<file path="config.mk">
export PLATFORM = sky130hd
export DESIGN_NAME = aes_regif
export DESIGN_NICKNAME = d
export VERILOG_FILES = /design/src/rtl/aes_regif_pkg.sv /design/src/rtl/aes_regif.sv
export SDC_FILE = /design/constraint.sdc
export NUM_CORES = 1
export LEC_CHECK = 0
export BUFFER_PORTS_ARGS = -buffer_cell sky130_fd_sc_hd__buf_2
export CAP_MARGIN = 10
export CORE_AREA = 3 3 229 231
export DETAILED_ROUTE_END_ITERATION = 16
export DIE_AREA = 0 0 232 234
export HOLD_SLACK_MARGIN = 0.02
export PLACE_DENSITY = 0.65
export SLEW_MARGIN = 20
export SYNTH_ARGS = -nofsm -noshare
export SYNTH_HDL_FRONTEND = slang
export SYNTH_SLANG_ARGS = --single-unit
</file>
<file path="constraint.sdc">
create_clock -name clk -period 2.51 [get_ports clk]
set_input_delay 0.251 -clock clk [delete_from_list [all_inputs] [get_ports clk]]
set_output_delay 0.251 -clock clk [all_outputs]
set_load 0.01 [all_outputs]
</file>
<file path="src/rtl/aes_regif_pkg.sv">
// aes_regif_pkg: address map, register bit positions and FSM states for the AES register interface.
package aes_regif_pkg;
    localparam logic [7:0] ADDR_NAME0   = 8'h00;
    localparam logic [7:0] ADDR_VERSION = 8'h02;
    localparam logic [7:0] ADDR_CTRL    = 8'h08;
    localparam logic [7:0] ADDR_STATUS  = 8'h09;
    localparam logic [7:0] ADDR_CONFIG  = 8'h0a;
    localparam logic [7:0] ADDR_KEY0    = 8'h10;
    localparam logic [7:0] ADDR_KEY7    = 8'h17;
    localparam logic [7:0] ADDR_BLOCK0  = 8'h20;
    localparam logic [7:0] ADDR_BLOCK3  = 8'h23;
    localparam logic [7:0] ADDR_RESULT0 = 8'h30;
    localparam logic [7:0] ADDR_RESULT3 = 8'h33;

    localparam int CTRL_INIT_BIT     = 0;
    localparam int CTRL_NEXT_BIT     = 1;
    localparam int STATUS_READY_BIT  = 0;
    localparam int STATUS_VALID_BIT  = 1;
    localparam int STATUS_ERR_BIT    = 2;
    localparam int CONFIG_ENCDEC_BIT = 0;
    localparam int CONFIG_KEYLEN_BIT = 1;

    typedef enum logic [1:0] {IDLE, ARM, KEY_BUSY, BLK_BUSY} state_e;
endpackage

</file>
<file path="src/rtl/aes_regif.sv">
// aes_regif: host-bus register bank for the AES core; holds key/block/config, issues init/next
// pulses, tracks command progress and captures the cipher result.
module aes_regif
    import aes_regif_pkg::*;
#(
    parameter logic [31:0] CORE_NAME0   = 32'h61657320,
    parameter logic [31:0] CORE_VERSION = 32'h00000002
) (
    input  logic         clk,
    input  logic         reset_n,
    input  logic         cs,
    input  logic         we,
    input  logic [7:0]   address,
    input  logic [31:0]  write_data,
    output logic [31:0]  read_data,
    output logic         core_init,
    output logic         core_next,
    output logic         core_encdec,
    output logic         core_keylen,
    output logic [255:0] core_key,
    output logic [127:0] core_block,
    input  logic         core_ready,
    input  logic [127:0] core_result,
    input  logic         core_result_valid
);
    state_e       state_q, state_d;
    logic [255:0] key_q, key_d;
    logic [127:0] block_q, block_d;
    logic [127:0] result_q, result_d;
    logic         encdec_q, encdec_d, keylen_q, keylen_d;
    logic         valid_q, valid_d, err_q, err_d;
    logic         init_q, init_d, next_q, next_d;
    logic         req_init_q, req_init_d, req_next_q, req_next_d;
    logic         wr, ctrl_wr, stat_wr, cfg_wr, key_wr, blk_wr;
    logic         idle, pend, go, cmd_init, cmd_next, err_set;

    assign wr       = cs & we;
    assign ctrl_wr  = wr & (address == ADDR_CTRL);
    assign stat_wr  = wr & (address == ADDR_STATUS);
    assign cfg_wr   = wr & (address == ADDR_CONFIG);
    assign key_wr   = wr & (address >= ADDR_KEY0) & (address <= ADDR_KEY7);
    assign blk_wr   = wr & (address >= ADDR_BLOCK0) & (address <= ADDR_BLOCK3);
    assign idle     = state_q == IDLE;
    // A command latched but not yet pulsed blocks a second CTRL write from overwriting it.
    assign pend     = req_init_q | req_next_q;
    assign go       = ctrl_wr & idle & ~pend;
    assign cmd_init = go & write_data[CTRL_INIT_BIT];
    assign cmd_next = go & write_data[CTRL_NEXT_BIT] & ~write_data[CTRL_INIT_BIT];
    assign err_set  = (~idle & (key_wr | blk_wr | cfg_wr | ctrl_wr)) | (ctrl_wr & idle & pend)
                    | (go & write_data[CTRL_INIT_BIT] & write_data[CTRL_NEXT_BIT]);

    always_comb begin
        state_d    = state_q;
        key_d      = key_q;
        block_d    = block_q;
        result_d   = result_q;
        encdec_d   = encdec_q;
        keylen_d   = keylen_q;
        valid_d    = valid_q;
        init_d     = 1'b0;
        next_d     = 1'b0;
        req_init_d = cmd_init;
        req_next_d = cmd_next;
        for (int i = 0; i < 8; i++)
            if (idle & key_wr & (address[2:0] == i[2:0])) key_d[255-32*i -: 32] = write_data;
        for (int i = 0; i < 4; i++)
            if (idle & blk_wr & (address[1:0] == i[1:0])) block_d[127-32*i -: 32] = write_data;
        if (idle & cfg_wr) begin
            encdec_d = write_data[CONFIG_ENCDEC_BIT];
            keylen_d = write_data[CONFIG_KEYLEN_BIT];
        end
        if (req_next_q) valid_d = 1'b0;
        case (state_q)
            IDLE: if (pend) begin
                state_d = ARM;
                init_d  = req_init_q;
                next_d  = req_next_q;
            end
            ARM: state_d = init_q ? KEY_BUSY : BLK_BUSY;
            KEY_BUSY: if (core_ready) state_d = IDLE;
            BLK_BUSY: begin
                if (core_result_valid) begin
                    result_d = core_result;
                    valid_d  = 1'b1;
                end
                if (core_ready) state_d = IDLE;
            end
            default: state_d = IDLE;
        endcase
        err_d = (err_q & ~(stat_wr & write_data[STATUS_ERR_BIT])) | err_set;
    end

    always_ff @(posedge clk or negedge reset_n) begin
        if (!reset_n) begin
            state_q    <= IDLE;
            key_q      <= '0;
            block_q    <= '0;
            result_q   <= '0;
            encdec_q   <= 1'b0;
            keylen_q   <= 1'b0;
            valid_q    <= 1'b0;
            err_q      <= 1'b0;
            init_q     <= 1'b0;
            next_q     <= 1'b0;
            req_init_q <= 1'b0;
            req_next_q <= 1'b0;
        end else begin
            state_q    <= state_d;
            key_q      <= key_d;
            block_q    <= block_d;
            result_q   <= result_d;
            encdec_q   <= encdec_d;
            keylen_q   <= keylen_d;
            valid_q    <= valid_d;
            err_q      <= err_d;
            init_q     <= init_d;
            next_q     <= next_d;
            req_init_q <= req_init_d;
            req_next_q <= req_next_d;
        end
    end

    always_comb begin
        read_data = '0;
        if (cs) begin
            case (address)
                ADDR_NAME0:   read_data = CORE_NAME0;
                ADDR_VERSION: read_data = CORE_VERSION;
                ADDR_STATUS: begin
                    read_data[STATUS_READY_BIT] = idle & core_ready;
                    read_data[STATUS_VALID_BIT] = valid_q;
                    read_data[STATUS_ERR_BIT]   = err_q;
                end
                ADDR_CONFIG: begin
                    read_data[CONFIG_ENCDEC_BIT] = encdec_q;
                    read_data[CONFIG_KEYLEN_BIT] = keylen_q;
                end
                default:
                    if ((address >= ADDR_RESULT0) && (address <= ADDR_RESULT3))
                        read_data = result_q[127-32*int'(address[1:0]) -: 32];
            endcase
        end
    end

    assign core_init   = init_q;
    assign core_next   = next_q;
    assign core_encdec = encdec_q;
    assign core_keylen = keylen_q;
    assign core_key    = key_q;
    assign core_block  = block_q;
endmodule
</file>
# Yosys cells after proc, flatten, opt, wreduce, memory -nomap -nowiden
# Index checks and enable logic that the tools add are counted.
[word_totals] reg_bits=522 word_cells=120 output_inout_bits=420
[classes] add_sub_neg=1 mux=16 n_reduce_logical=10 magnitude_cmp=6 bitwise_logic=45 eq_ne=19 n_shift=1
[ops] cell="$shiftx 159x8->32" count=1
[ops] cell="$mux 32" count=2
[ops] cell="$pmux 29 s2" count=1
[ops] cell="$and 1x1->1" count=34
[ops] cell="$eq 8x4->1 const B" count=3
[ops] cell="$ge 8x6->1 const B" count=2
[ops] cell="$le 8x6->1 const B" count=2
[ops] cell="$eq 3x3->1 const B" count=4
[ops] cell="$eq 2x2->1 const B" count=4
[ops] cell="$eq 8x2->1 const B" count=1
[ops] cell="$ge 8x5->1 const B" count=1
[ops] cell="$le 8x5->1 const B" count=1
[ops] cell="$logic_not 8->1" count=1
[ops] cell="$mux 1" count=8
[ops] cell="$pmux 2 s4" count=1
[ops] cell="$sub 7x7->8 const A" count=1
[ops] cell="$or 1x1->1" count=7
[ops] cell="$eq 3x2->1 const B" count=2
[ops] cell="$pmux 2 s3" count=1
[ops] cell="$reduce_or 3->1" count=2
[ops] cell="$eq 2x1->1 const B" count=2
[ops] cell="$logic_not 2->1" count=2
[ops] cell="$mux 2" count=2
[ops] cell="$ne 2x1->1 const B" count=2
[ops] cell="7 further kinds" count=11

# Depth between registers and ports, before layout
# Gate-level depths: netlist of run 1.
[logic_depth] word_depth=10 ltp_mapped=6 depth_no_buf=4

# Worst setup path after synthesis of run 1
# Ideal clock, no wire load.
[synth_path] path_kind="reg2reg" start="register state_q[1]" end="register key_q[10], in the netlist core_key[10]" slack_ps=688 arrival_ps=1694 period_less_slack_ps=1822 setup_ps=128 path_buffers=2 stages_incl_launch_ff=7 cell_sequence="dfrtp_1 -> nor4b_2 -> and3b_1 -> and4_1 -> buf_4 -> buf_6 -> mux2_1"
[synth_via] elab_chain_cells=3
[synth_lines] item="start, declared" line_no="aes_regif.sv:26" source="state_e state_q, state_d;"
[synth_lines] item="start signal, assigned" line_no="aes_regif.sv:108" source="state_q <= state_d;"
[synth_lines] item="$logic_not 2->1" line_no="aes_regif.sv:43" source="assign idle = state_q == IDLE;"
[synth_lines] item="$and 1x1->1 (2 in series)" line_no="aes_regif.sv:65" source="if (idle & key_wr & (address[2:0] == i[2:0])) key_d[255-32*i -: 32] = write_data;"
[synth_lines] item="end signal, assigned" line_no="aes_regif.sv:109" source="key_q <= key_d;"
[synth_lines] item="end, declared" line_no="aes_regif.sv:27" source="logic [255:0] key_q, key_d;"
# No other way between the ends.
# A chain may end at the register's enable or synchronous reset.

# Worst setup path after layout of run 1
[layout_path] start="register state_q[1]" end="output read_data[0]"
[layout_via] elab_chain_cells=4
[layout_lines] item="$logic_not 2->1" line_no="aes_regif.sv:43"
[layout_lines] item="$and 1x1->1" line_no="aes_regif.sv:130" source="read_data[STATUS_READY_BIT] = idle & core_ready;"
[layout_lines] item="$pmux 2 s4" line_no="aes_regif.sv:126" source="case (address)"
[layout_lines] item="$mux 32" line_no="aes_regif.sv:125" source="if (cs) begin"
[layout_lines] item="end, declared" line_no="aes_regif.sv:15" source="output logic [31:0] read_data,"
# No other way between the ends.

==> results of run 1 <==
flip-flops by register name, summed over array words and instances (netlist names):
name / count
core_init: 1
valid_q: 1
core_encdec: 1
core_next: 1
req_next_q: 1
result_q: 128
core_block: 128
core_keylen: 1
state_q: 2
err_q: 1
req_init_q: 1
core_key: 256
Yosys cell counts, drive strengths merged, types with 2 or more instances:
cell / instances / share of area [%]
buf: 56 / 1.6
and3: 17 / 0.51
dfrtp: 522 / 63
and2: 5 / 0.15
nor4b: 2 / 0.11
a21oi: 15 / 0.36
mux2: 515 / 28
a22o: 2 / 0.084
nor3: 3 / 0.096
clkbuf: 46 / 0.84
a22oi: 2 / 0.072
and4: 2 / 0.084
o211ai: 2 / 0.072
nand2: 27 / 0.49
o21ai: 3 / 0.072
mux4: 32 / 3.5
and3b: 2 / 0.084
inv: 4 / 0.072
nor2: 7 / 0.14
a31oi: 2 / 0.060
nor2b: 5 / 0.15
nand3: 4 / 0.096
power groups by stage:
stage | Sequential, mW | Clock [mW] | Combinational (mW)
floorplan | 10.2 | 0 | 1.58
global placement | 10.3 | 0 | 2.45
detailed placement | 10.3 | 0 | 2.53
CTS | 10.2 | 7.94 | 2.71
global route | 10.3 | 8.31 | 2.93
finish | 10.2 | 7.78 | 2.69
placed cells by master, fill, tap and decap left out, drive strengths merged:
cell and instances:
o21ai 3, mux2i 1, and3b 2, nand2 27, and4bb 1, nor2 7, nor3b 1, a22oi 2
mux2 515, a32oi 1, a22o 2, and4b 1, o22a 1, dfrtp 522, o211ai 2, nor2b 5
a31oi 2, clkinv 9, buf 639, nand2b 1, mux4 32, and4 2, or2 1, dlygate4sd3 131
nor3 3, o22ai 1, a2111oi 1, inv 6, a21oi 15, nor4b 2, nand4bb 1, and3 17
o32ai 1, nand3 4, and2 5, clkbuf 89, diode 6
critical path, delay by kind of cell (launching register included):
kind            cells  cell delay (ps)
simple gates        2              400
flops               1              470
buf+inv             1              210
compound gates      2              380
metal layers:
| layer | vias to the layer above | track usage, % | part of all wire, % |
|---|---|---|---|
| met5 | - | 0 | 0.033 |
| met2 | 484 | 39.1 | 50 |
| li1 | 6064 | - | - |
| met4 | 4 | 8.64 | 3.8 |
| met1 | 7172 | 28.0 | 39 |
| met3 | 130 | 5.60 | 6.5 |
cell type report:
cell class | count | area (um^2) | share of cell area [%]
multi-input combinational | 659 | 7230 | 26.1
clock inverter | 11 | 73.8 | 0.266
antenna | 6 | 15.0 | 0.0541
inverter | 4 | 15.0 | 0.0541
sequential | 522 | 13100 | 47.1
timing repair buffer | 770 | 4830 | 17.4
tap | 672 | 841 | 3.03
clock buffer | 89 | 1660 | 6.00
how the worst max path moves through the flow:
| stage | cells past startpoint | to | startpoint |
|---|---|---|---|
| 2_1_floorplan | 6 | core_key[10] | state_q[1] |
| 3_3_place_gp | 6 | read_data[29] | address[7] |
| 3_5_place_dp | 6 | read_data[5] | address[7] |
| 4_1_cts | 5 | read_data[0] | state_q[1] |
| 5_1_grt | 5 | read_data[0] | state_q[1] |
| 6_report | 5 | read_data[0] | state_q[1] |
kinds of logic (layout without fill, tap and decap cells):
kind of cell	Yosys count	count (layout)
AO/OA/AOI/OAI	31	31
buffers and inverters	106	874
flip-flops	522	522
multiplexers	548	548
other	0	6
AND/OR/NAND/NOR	80	80
==> metrics.csv, run 1 <==
stage;metric;value;unit
cts;h-tree-depth;2;
sta;grt_setup_unrepaired;false;
synthesis;synth-adder-area-share;0;%
cts;ctsHoldBuffers;131;
worst_setup_path;slowest_stage;dfrtp_1;
floorplanning;die_h;234;um
cts;cts_tree;built;
power;swShare;23.9;%
sta;fmax;431;MHz
sta;finalSetupTns;0;ps
worst_setup_path;cp_cell_sequence;nor2_2 > nand2_1 > a22o_1 > a22oi_1 > buf_2;
hold_path;hold-path-cell-count;2;
cells_and_area;finalNonFillerCells;2733;
floorplanning;pin_count;594;
run;cap_viol_max_count;0;
synthesis;yosysUniqueCellTypes;42;
global_route;grt_pass1_wl;93300;um
floorplanning;std_cell_rows;82;
power;power.density;746;mW/mm^2
cells_and_area;area_growth;33.7;%
hold_path;worstHoldEndpoint;core_block[18];
synthesis;synth_nets;1461;
synthesis;syn-cell-area;0.0207;mm^2
placement;dpl_cell_area;0.0247;mm^2
synthesis;synth_top_family_by_area;multiplexers;
synthesis;synth_edf_count;0;
power;seq_power_share;49.4;%
floorplanning;core_area;0.0503;mm^2
route;wirelength;62900;um
cts;cts_buffer_depth;3;
cts;clkLatencyLatePin;600;ps
hold_path;hold_start;write_data[18];
placement;placedCellCount;2496;
global_route;grt_pass1_vias;14700;
sta;finalClockSkew;21.5;ps
cts;cts_sinks;522;
synthesis;ys_ff_latch;522;
floorplanning;floorplan.initialDensity;41.3;%
global_route;grt_use_total;22.8;%
power;ir_drop;613;uV
power;totalPowerFinal;20.7;mW
power;p_switching;4.94;mW
cts;cts_made_buffers;54;
cts;ctsResizeCount;0;
worst_setup_path;startpoint_type;register;
worst_setup_path;crit_type;register to primary output;
cells_and_area;fin_nets;2185;
sta;finalHoldWorstSlack;76.5;ps
route;wire_per_inst;23.0;um
synthesis;synthSimpleGateAreaFrac;2.18;%
worst_setup_path;reg2reg_depth;5;
placement;gp_congestion;0.823;
worst_setup_path;max_stage_delay;470;ps
floorplanning;fp.dieW;232;um
route;dr.first_iter.drc_count;710;
synthesis;synth_xor_area_share;0;%
sta;slew_viol_final;0;
worst_setup_path;crit_required;2260;ps
route;first_pass_iters;5;
synthesis;synth_top_flop_cell;dfrtp_1;
sta;hold_violations;0;
cts;post-cts-setup-buffers;0;
power;p_int;15.7;mW
placement;dp_hpwl;44200;um
cells_and_area;fin_util;55.2;%
global_route;grt_max_degree;74;
placement;dp_slack;235;ps
hold_path;hp-class;input port to register;
sta;post-route-min-period;2320;ps
sta;setup_violations;0;
cells_and_area;stdcell_area;0.0277;mm^2
run_status;status;completed;
synthesis;syn_area_per_cell;16.1;um^2
sta;worst-slew-pin-transition;731;ps
synthesis;synth_mux_area_share;31.5;%
route;num_vias;13900;
cts;clkTransAtPathRegs;60;ps
synthesis;synth_compound_area_share;0.923;%
route;route.detailed.drc;0;
synthesis;postSynthCellCount;1287;
power;clockPowerShare;37.6;%
synthesis;synth_warnings;0;
cells_and_area;nFillCells;4151;
worst_setup_path;ff2ff_setup_slack;330;ps
sta;post-route-period-util;92.4;%
worst_setup_path;endpoint_kind;primary output;
worst_setup_path;worstPathArrival;2070;ps
cells_and_area;drive_above_1_share;60.5;%
floorplanning;dieArea;0.0543;mm^2
sta;relSlewSlack;51.2;%
route;ant_nets;0;
power;combPwrFrac;13.0;%
worst_setup_path;worst-path-max-fanout;7;
cts;cts_root_buf;clkbuf_16;
worst_setup_path;r2r-start;state_q[1];
synthesis;ys_seq_area_share;63.0;%
sta;fin_ws;190;ps
worst_setup_path;rr_endpoint;core_block[88];
global_route;antenna_found_initial;9;
power;p_leak;15.3;nW
synthesis;ys_async_sr_fraction;100;%
global_route;grt-ovfl-total;0;
placement;numPortBuffers;593;
route;via_per_inst;5.07;
No activity file was read; power rests on OpenSTA's default activity.
==> run 2, diff against run 1 <==
==> config.mk (replaced) <==
export PLATFORM = sky130hd
export DESIGN_NAME = aes_regif
export DESIGN_NICKNAME = d
export VERILOG_FILES = /design/src/rtl/aes_regif_pkg.sv /design/src/rtl/aes_regif.sv
export SDC_FILE = /design/constraint.sdc
export NUM_CORES = 1
export LEC_CHECK = 0
export CAP_MARGIN = 10
export CORE_AREA = 3 3 228 230
export DETAILED_ROUTE_END_ITERATION = 16
export DIE_AREA = 0 0 231 233
export DONT_BUFFER_PORTS = 1
export HOLD_SLACK_MARGIN = 0.02
export PLACE_DENSITY = 0.56
export SLEW_MARGIN = 20
export SYNTH_ARGS = -nofsm -noshare
export SYNTH_HDL_FRONTEND = slang
export SYNTH_SLANG_ARGS = --single-unit
==> run 2 against run 1 <==
Non-clock buffer count is 573 lower; largest cell class unchanged; the flow now finishes with violations (hold timing, slew limit); first-iteration DRC count fell by 35%; final area shrank 10%; critical endpoint is now err_q; routed wire length is 6.1% lower; count of clock-buffer cells in the layout decreased by 19; largest power group unchanged.
==> metrics.csv, run 2 (same netlist as run 1, synthesis figures left out) <==
stage;metric;value;unit;change
global_route;grt-ovfl-total;0;;unchanged
cells_and_area;nFillCells;4395;;+5.9%
cts;post-cts-setup-buffers;0;;unchanged
power;power.density;820;mW/mm^2;+9.9%
sta;setup_violations;0;;unchanged
cts;ctsResizeCount;0;;unchanged
route;via_per_inst;5.39;;+6.3%
power;p_leak;12.3;nW;-19%
global_route;grt_max_degree;523;;+610%
route;first_pass_iters;6;;+1
global_route;antenna_found_initial;3;;-6
cts;cts_tree;built;;
power;ir_drop;628;uV;+2.5%
cts;ctsHoldBuffers;169;;+29%
worst_setup_path;startpoint_type;register;;
power;totalPowerFinal;20.4;mW;-1.2%
worst_setup_path;worstPathArrival;2750;ps;+680 ps
sta;relSlewSlack;-0.478;%;-52 points
floorplanning;floorplan.initialDensity;41.4;%;+0.17 points
cts;h-tree-depth;2;;unchanged
floorplanning;dieArea;0.0538;mm^2;-0.86%
route;num_vias;11600;;-16%
cells_and_area;area_growth;20.2;%;
global_route;grt_pass1_vias;12500;;-15%
floorplanning;fp.dieW;231;um;-0.43%
worst_setup_path;crit_required;2980;ps;+720 ps
cells_and_area;final_common_cell;dfrtp_1;;
sta;worst-slew-pin-transition;1510;ps;+776 ps
cts;clkTransAtPathRegs;60;ps;about the same
cts;cts_root_buf;clkbuf_16;;
cts;clkLatencyLatePin;600;ps;about the same
cells_and_area;fin_util;49.8;%;-5.4 points
floorplanning;die_h;233;um;-0.43%
placement;dp_hpwl;39400;um;-11%
placement;gp_congestion;0.755;;-8.3%
sta;grt_setup_unrepaired;false;;
run_status;violations;hold timing, slew limit;;
floorplanning;std_cell_rows;82;;unchanged
sta;post-route-min-period;2270;ps;-48.7 ps
cts;cts_made_buffers;54;;unchanged
worst_setup_path;r2r-start;state_q[1];;
sta;fmax;440;MHz;+2.1%
worst_setup_path;crit_type;register to register;;
route;route.detailed.drc;0;;unchanged
sta;finalClockSkew;11.9;ps;-9.59 ps
floorplanning;pin_count;594;;unchanged
cells_and_area;drive_above_1_share;43.2;%;-17 points
sta;hold_violations;522;;+522
floorplanning;core_area;0.0501;mm^2;-0.41%
sta;post-route-period-util;90.5;%;-1.9 points
worst_setup_path;worst-path-max-fanout;7;;unchanged
sta;finalSetupTns;0;ps;unchanged
route;wire_per_inst;27.5;um;+19%
placement;numPortBuffers;0;;-100%
global_route;grt_use_total;21.3;%;-1.5 points
cells_and_area;final_cell_mix;dfrtp_1, mux2_2, dlygate4sd3_1, clkbuf_16, mux2_1;;
cts;cts_sinks;522;;unchanged
worst_setup_path;endpoint_kind;register;;
sta;finalHoldWorstSlack;-643;ps;-719 ps
sta;slew_viol_final;21;;+21
cells_and_area;fin_nets;1612;;-26%
run_status;status;finished with violations;;
run;cap_viol_max_count;0;;unchanged
cells_and_area;largest_reg_flops;256;;unchanged
cts;cts_buffer_depth;3;;unchanged
hold_path;hp-class;input port to async pin;;
route;ant_nets;0;;unchanged
route;dr.first_iter.drc_count;464;;-35%
route;wirelength;59100;um;-6.1%
worst_setup_path;setup.worst_path.start;state_q[1];;
global_route;grt_pass1_wl;85500;um;-8.4%
==> run 2: worst max-delay path: stages, from the launching register on <==
cell and delay (ps):
dfrtp_1 480, or2_2 350, a2111oi_0 440, o32ai_1 140, dlygate4sd3_1 590, o22a_1 160
==> run 2: cell type report <==
| cell class | instances | area, um^2 | area share, % |
|---|---|---|---|
| Sequential cell | 522 | 13100 | 52.4 |
| Multi-Input combinational cell | 659 | 7220 | 29.0 |
| Timing Repair Buffer | 197 | 2000 | 8.03 |
| Clock buffer | 70 | 1530 | 6.15 |
| Tap cell | 672 | 841 | 3.37 |
| Clock inverter | 23 | 250 | 1.00 |
| Inverter | 4 | 15.0 | 0.0602 |
| Antenna cell | 2 | 5.00 | 0.0201 |
==> run 2: metal layers <==
metal / wire [um] / global-route usage, % / vias up / share of wire [%]
li1: - / - / 4911 / -
met1: 22500 / 24.7 / 6177 / 38
met2: 29800 / 36.9 / 392 / 51
met3: 4900 / 7.57 / 101 / 8.3
met4: 1850 / 6.95 / 0 / 3.1
met5: 0 / 0 / - / 0
==> run 2: path summary, 6_finish.rpt <==
path                            slack (ps)         endpoint  depth (start not counted)
worst max-delay path                   240            err_q                          5
worst min-delay path                  -640  core_block[126]                          0
worst max register to register         240            err_q                          5
worst min register to register         500     result_q[33]                          1
max in group asynchronous             1930     result_q[13]                          0
min in group clk                        60       req_init_q                          4
==> run 2: power by group <==
part | internal, mW | total [mW] | switching, mW
Sequential | 9.59 | 10.4 | 0.783
Clock | 4.79 | 8.06 | 3.27
Combinational | 1.43 | 2.00 | 0.568
Total | 15.8 | 20.4 | 4.63
==> run 2: per-stage QoR <==
| step | instance area (um^2) | hold slack [ps] | std cells | setup slack [ps] |
|---|---|---|---|---|
| floorplan | 20700 | -44.6 | 1287 | 688 |
| global placement | 21500 | -33.5 | 1885 | 399 |
| detailed placement | 21500 | -32.9 | 1885 | 375 |
| CTS | 24900 | -676 | 2147 | 243 |
| global route | 24900 | -682 | 2149 | 122 |
| finish | 24900 | -643 | 2149 | 239 |
